File: src/rtl/frame_ds_pkg.sv
// Shared state type and default geometry for the camera frame downsampler.
package frame_ds_pkg;

  typedef enum logic [1:0] {IDLE, WAIT_SOF, CAPTURE} ds_state_t;

  localparam int IMG_W_DEF   = 640;
  localparam int IMG_H_DEF   = 480;
  localparam int X_OFF_DEF   = 96;
  localparam int Y_OFF_DEF   = 16;
  localparam int BLK_DEF     = 16;
  localparam int OUT_DIM_DEF = 28;
  localparam int PIX_W_DEF   = 8;
  localparam int ADDR_W      = 10;

  localparam int WIN       = OUT_DIM_DEF * BLK_DEF;
  localparam int SHIFT     = 2 * $clog2(BLK_DEF);
  localparam int ACC_W     = PIX_W_DEF + SHIFT;
  localparam int LAST_ADDR = OUT_DIM_DEF * OUT_DIM_DEF - 1;

endpackage

File: src/rtl/ds_col_accum.sv
// Bank of per-column block accumulators; one slot per output column of the current block row.
module ds_col_accum
  import frame_ds_pkg::*;
#(
  parameter int OUT_DIM = OUT_DIM_DEF,
  parameter int PIX_W   = PIX_W_DEF,
  parameter int SUM_W   = ACC_W,
  parameter int IDX_W   = $clog2(OUT_DIM)
) (
  input  logic             clk,
  input  logic             rst_n,
  input  logic             add_en,
  input  logic             clr_en,
  input  logic             clr_all,
  input  logic [IDX_W-1:0] idx,
  input  logic [PIX_W-1:0] data,
  output logic [SUM_W-1:0] sum
);

  logic [SUM_W-1:0] acc [OUT_DIM];
  logic [SUM_W-1:0] base;

  // A frame restart zeroes the bank and the restarting pixel lands on an empty slot.
  assign base = clr_all ? '0 : acc[idx];
  assign sum  = base + SUM_W'(data);

  always_ff @(posedge clk) begin
    if (!rst_n) begin
      for (int i = 0; i < OUT_DIM; i++) acc[i] <= '0;
    end else begin
      if (clr_all) begin
        for (int i = 0; i < OUT_DIM; i++) acc[i] <= '0;
      end
      if (clr_en) begin
        acc[idx] <= '0;
      end else if (add_en) begin
        acc[idx] <= sum;
      end
    end
  end

endmodule

File: src/rtl/frame_downsampler.sv
// Crops a centred square window from the camera stream and box-averages it into an
// OUT_DIM x OUT_DIM image written to image_mem. Define FRAME_DS_INVERT_EN to invert output pixels.
module frame_downsampler
  import frame_ds_pkg::*;
#(
  parameter int IMG_W   = IMG_W_DEF,
  parameter int IMG_H   = IMG_H_DEF,
  parameter int X_OFF   = X_OFF_DEF,
  parameter int Y_OFF   = Y_OFF_DEF,
  parameter int BLK     = BLK_DEF,
  parameter int OUT_DIM = OUT_DIM_DEF,
  parameter int PIX_W   = PIX_W_DEF
) (
  input  logic              clk,
  input  logic              rst_n,
  input  logic              start,
  input  logic              pix_vld,
  input  logic              pix_sof,
  input  logic [PIX_W-1:0]  pix_data,
  output logic              busy,
  output logic              done,
  output logic              mem_we,
  output logic [ADDR_W-1:0] mem_waddr,
  output logic [PIX_W-1:0]  mem_wdata
);

  localparam int LB        = $clog2(BLK);
  localparam int SUM_SHIFT = 2 * LB;
  localparam int SUM_W     = PIX_W + SUM_SHIFT;
  localparam int WIN_PX    = OUT_DIM * BLK;
  localparam int XW        = $clog2(IMG_W + 1);
  localparam int YW        = $clog2(IMG_H + 1);
  localparam int BXW       = $clog2(OUT_DIM);

  localparam logic [XW-1:0]     X_LO   = XW'(X_OFF);
  localparam logic [XW-1:0]     X_HI   = XW'(X_OFF + WIN_PX);
  localparam logic [XW-1:0]     X_LAST = XW'(IMG_W - 1);
  localparam logic [YW-1:0]     Y_LO   = YW'(Y_OFF);
  localparam logic [YW-1:0]     Y_HI   = YW'(Y_OFF + WIN_PX);
  localparam logic [YW-1:0]     Y_SAT  = YW'(IMG_H);
  localparam logic [ADDR_W-1:0] OD_A   = ADDR_W'(OUT_DIM);
  localparam logic [ADDR_W-1:0] LAST_A = ADDR_W'(OUT_DIM * OUT_DIM - 1);

  function automatic logic [PIX_W-1:0] fmt_pix(input logic [PIX_W-1:0] avg);
`ifdef FRAME_DS_INVERT_EN
    return {PIX_W{1'b1}} - avg;
`else
    return avg;
`endif
  endfunction

  ds_state_t        state, state_nxt;
  logic             done_nxt;
  logic [XW-1:0]    x_cnt, cur_x, xr;
  logic [YW-1:0]    y_cnt, cur_y, yr;
  logic             last_wr, take, restart, in_win, blk_end;
  logic [BXW-1:0]   bx, by;
  logic [SUM_W-1:0] blk_sum;
  logic             unused_bits;

  // Once the final block is written the rest of the frame is ignored.
  assign last_wr = mem_we && (mem_waddr == LAST_A);
  assign take    = pix_vld && !last_wr &&
                   ((state == CAPTURE) || ((state == WAIT_SOF) && pix_sof));
  assign restart = take && pix_sof;

  assign cur_x   = pix_sof ? '0 : x_cnt;
  assign cur_y   = pix_sof ? '0 : y_cnt;
  assign xr      = cur_x - X_LO;
  assign yr      = cur_y - Y_LO;
  assign in_win  = take && (cur_x >= X_LO) && (cur_x < X_HI) &&
                   (cur_y >= Y_LO) && (cur_y < Y_HI);
  assign bx      = xr[LB +: BXW];
  assign by      = yr[LB +: BXW];
  assign blk_end = in_win && (&xr[LB-1:0]) && (&yr[LB-1:0]);

  assign busy        = (state != IDLE);
  assign unused_bits = ^{xr, yr, blk_sum};

  ds_col_accum #(
    .OUT_DIM (OUT_DIM),
    .PIX_W   (PIX_W),
    .SUM_W   (SUM_W),
    .IDX_W   (BXW)
  ) u_accum (
    .clk     (clk),
    .rst_n   (rst_n),
    .add_en  (in_win),
    .clr_en  (blk_end),
    .clr_all (restart),
    .idx     (bx),
    .data    (pix_data),
    .sum     (blk_sum)
  );

  always_ff @(posedge clk) begin
    if (!rst_n) begin
      state <= IDLE;
      done  <= 1'b0;
    end else begin
      state <= state_nxt;
      done  <= done_nxt;
    end
  end

  always_comb begin
    state_nxt = state;
    done_nxt  = done;
    case (state)
      IDLE: begin
        if (start) begin
          state_nxt = WAIT_SOF;
          done_nxt  = 1'b0;
        end
      end
      WAIT_SOF: begin
        if (pix_vld && pix_sof) state_nxt = CAPTURE;
      end
      CAPTURE: begin
        if (last_wr) begin
          state_nxt = IDLE;
          done_nxt  = 1'b1;
        end
      end
      default: state_nxt = IDLE;
    endcase
  end

  // Raster position of the next pixel; y parks at IMG_H past the last row.
  always_ff @(posedge clk) begin
    if (!rst_n) begin
      x_cnt <= '0;
      y_cnt <= '0;
    end else if (take) begin
      if (cur_x == X_LAST) begin
        x_cnt <= '0;
        y_cnt <= (cur_y == Y_SAT) ? cur_y : cur_y + 1'b1;
      end else begin
        x_cnt <= cur_x + 1'b1;
        y_cnt <= cur_y;
      end
    end
  end

  // Write stage: one cycle after the block's last pixel.
  always_ff @(posedge clk) begin
    if (!rst_n) begin
      mem_we    <= 1'b0;
      mem_waddr <= '0;
      mem_wdata <= '0;
    end else begin
      mem_we <= blk_end;
      if (blk_end) begin
        mem_waddr <= ADDR_W'(by) * OD_A + ADDR_W'(bx);
        mem_wdata <= fmt_pix(blk_sum[SUM_SHIFT +: PIX_W]);
      end
    end
  end

endmodule
File: config.mk
export PLATFORM = sky130hd
export DESIGN_NAME = frame_downsampler
export DESIGN_NICKNAME = d
export VERILOG_FILES = /design/src/rtl/frame_ds_pkg.sv /design/src/rtl/ds_col_accum.sv /design/src/rtl/frame_downsampler.sv
export SDC_FILE = /design/constraint.sdc
export NUM_CORES = 1
export LEC_CHECK = 0
export BUFFER_PORTS_ARGS = -buffer_cell sky130_fd_sc_hd__clkbuf_2
export CELL_PAD_IN_SITES_DETAIL_PLACEMENT = 0
export CELL_PAD_IN_SITES_GLOBAL_PLACEMENT = 1
export CORE_MARGIN = 10
export CORE_UTILIZATION = 47
export DETAILED_ROUTE_END_ITERATION = 10
export PLACE_DENSITY_LB_ADDON = 0.05
export SYNTH_ARGS = -nofsm -noshare
export SYNTH_HDL_FRONTEND = slang
export SYNTH_SLANG_ARGS = --single-unit
File: constraint.sdc
create_clock -name clk -period 5.9 [get_ports clk]
set_input_delay 0.59 -clock clk [delete_from_list [all_inputs] [get_ports clk]]
set_output_delay 0.59 -clock clk [all_outputs]
set_load 0.01 [all_outputs]
==> run metrics <==
Total Die Area=around 65000 µm²; I/O Buffers=33; CTS H-tree lvls=2; Via density=about 6.3; post-cts resize count=0; CTS tree=yes; vias in the first global route=a little under 20000; diode count=0; Startpoint Class=flip-flop; via count=approximately 20000; wire per inst=~29 µm; post-cts hold buffer count=0; final period utilization=89.37%; RSZ-0062 raised after global routing=false; clk slew on worst S/H paths=approximately 60 ps; synth cell count leaders=edfxtp_1, nor2_1, a21oi_1; worst min path class=primary input to flip-flop; 1st-iter DRT viols=2443; Final Wtd Congestion=0.9603; Netlist Area Pre-Place=between 20000 and 30000 µm²; first-pass GRT wire length=about 130000 µm; Worst Clk Skew=approximately 33 ps; Num CTS Buffers=around 60; clock buffer depth=3; clk_lat worst skew=around 660 ps; Yosys reg bits=553; Rel. slew slack=between 20% and 30%; Post-synth EDFFs=between 500 and 600; top post-synthesis cells by area=edfxtp_1, nor2_1, o22ai_1; Syn Nets=approximately 2300; fmax=between 150 and 200 MHz; Main synth FF type=edfxtp_1; Die X=255.9 µm; Setup Fix Bufs, Post-CTS=0; count leader, synth=edfxtp_1; CP required=~6300 ps; DP Wirelength=between 60000 and 70000 µm; Worst Path Class, Setup=flip-flop to flip-flop; core area=~55000 µm²; peak supply drop=~0.25 mV; FF+latch area=16200 µm²; wirelength, routed=90710 µm; antenna-violating nets left=0; global route overflow=0; TritonCTS sink count=roughly 550; area of the multi-input gates=between 8000 and 9000 µm²; setup ws final=about 630 ps; number of placed I/O pins=34; count of final hold-check violations=0; fin nets=2396; DIE HEIGHT=approximately 260 µm; Crit. End Element=flip-flop; Yosys top cell area share=between 50 and 60%; minimum period implied by the final worst setup slack=5273 ps; PnR Total Power=between 8 and 9 mW; status=finished clean; Worst EP arrival=5650 ps; worst-path fanout max=11; Initial Util=between 40% and 50%; Place WS=approximately 450 ps; Detailed Routing Iterations Pass 1=6; sequential-to-total area share from yosys stat=slightly above 60%; CTS root buffer=clkbuf_16; setup violators final=0; Avg Inst Size Synth=~11 µm²; row cnt=86; initial antenna violation count=2; post-synth cell types=80; final-layout fill cell count=approximately 4800; layout overhead on the synthesized area=13.87%; worst-margin pin slew=~1100 ps; max_cap viols=0; Worst R2R Setup Slack=~630 ps; post-synth top area cell=edfxtp_1; Pleak=around 9.9 nW; Syn. warnings=0; Cells after Synth=2285; Overall Global Routing Usage=between 20% and 30%; largest net degree at the start of global routing=58; Remaining DRCs=0; Post-Route Setup TNS=0 ps; final max-slew violation count=0; FFs w/ async S/R, synth=0%; pwr/cell area=roughly 280 nW/µm²; share of layout cells above drive strength 1=~17%
[layout make-up]
class                      instances  share of cell area, %
multi-input combinational       1474                  29.76
clock inverter                    34                 0.9999
inverter                          49                 0.6218
tap                              748                  3.143
clock buffer                      72                  5.121
timing repair buffer             212                  5.949
sequential                       553                  54.41
[sequential cells by signal (all words and copies together), names as in the netlist]
name         flops
u_accum.acc    512
mem_waddr       10
mem_wdata        8
mem_we           1
done             1
state            2
x_cnt           10
y_cnt            9
[critical path, stage by stage, from the launching register on]
cell and delay [ps]:
dfxtp_1 560, nand2b_1 190, inv_1 90, ha_2 230, nand2b_1 160, o32a_1 380, and2_1 350, o21ai_0 310
nand3_1 150, nor3_1 260, ha_1 300, a21o_1 160, a21o_1 180, a211oi_1 320, o21bai_1 140, a31oi_1 190
buf_4 180, nor2_1 60, buf_4 170, buf_4 150, nand4_4 130, buf_4 200, a21oi_1 90
[worst paths after layout]
| check | from | end | depth (start not counted) |
|---|---|---|---|
| hold / removal | start | state[0] | 3 |
| setup / recovery | x_cnt[6] | u_accum.acc[7][15] | 22 |
| hold reg to reg | mem_wdata[1] | mem_wdata[1] | 2 |
| setup reg to reg | x_cnt[6] | u_accum.acc[7][15] | 22 |
[where the power goes]
part           switching (mW)  internal, mW  total, mW
sequential             0.0508          4.43       4.48
clock                    1.61          1.97       3.58
combinational           0.285         0.130      0.415
total                    1.95          6.53       8.48
[per-stage QoR]
step           util (%)  hold slack (ps)  cells  cell area (µm²)
6_report          54.06            226.1   3142            29780
5_1_grt           54.06            235.9   3142            29780
4_1_cts           54.06            214.3   3142            29780
3_5_place_dp      50.75            445.2   3036            27960
3_3_place_gp      50.75            441.9   3036            27960
2_1_floorplan         -            456.8   2285            26150
[placed cells by master, fill, tap and decap left out, types with 7 or more instances in the layout]
cell type  count
edfxtp_1     512
nor2_1       399
a21oi_1      161
o22ai_1      159
buf_4        158
nand2_1      143
o21ai_0       91
clkbuf_16     59
nand3_1       48
mux2i_1       47
inv_1         44
mux2_2        42
dfxtp_1       39
o221ai_1      36
clkbuf_2      33
ha_1          27
o22a_1        21
buf_12        21
a21oi_2       20
nand4_1       19
nor3_1        16
clkinv_1      16
a2bb2oi_1     16
a221oi_1      16
xnor2_1       14
clkbuf_1      13
clkinv_2      12
xor2_1        12
a21o_1        10
and3_1         9
nand2b_1       8
and2_1         7
o211ai_1       7
a221o_1        7
[cells by family after synthesis]
kind of cell,share of synthesized area [%]
and+or+nand+nor,11.88
AOI/OAI and AO/OA,15.09
DFF,61.92
buffers and inverters,4.449
muxes,3.952
adders and majority gates,1.799
xor gates and xnor gates,0.9042
[per-layer routing]
| metal | up-vias | track usage (%) | part of all wire [%] |
|---|---|---|---|
| met5 | - | 0 | 0 |
| met1 | 10020 | 37.76 | 42 |
| met3 | 166 | 3.558 | 8.3 |
| met4 | 0 | 10.10 | 3.6 |
| li1 | 8639 | - | - |
| met2 | 1009 | 42.16 | 46 |
(Power assumes the default switching activity.)
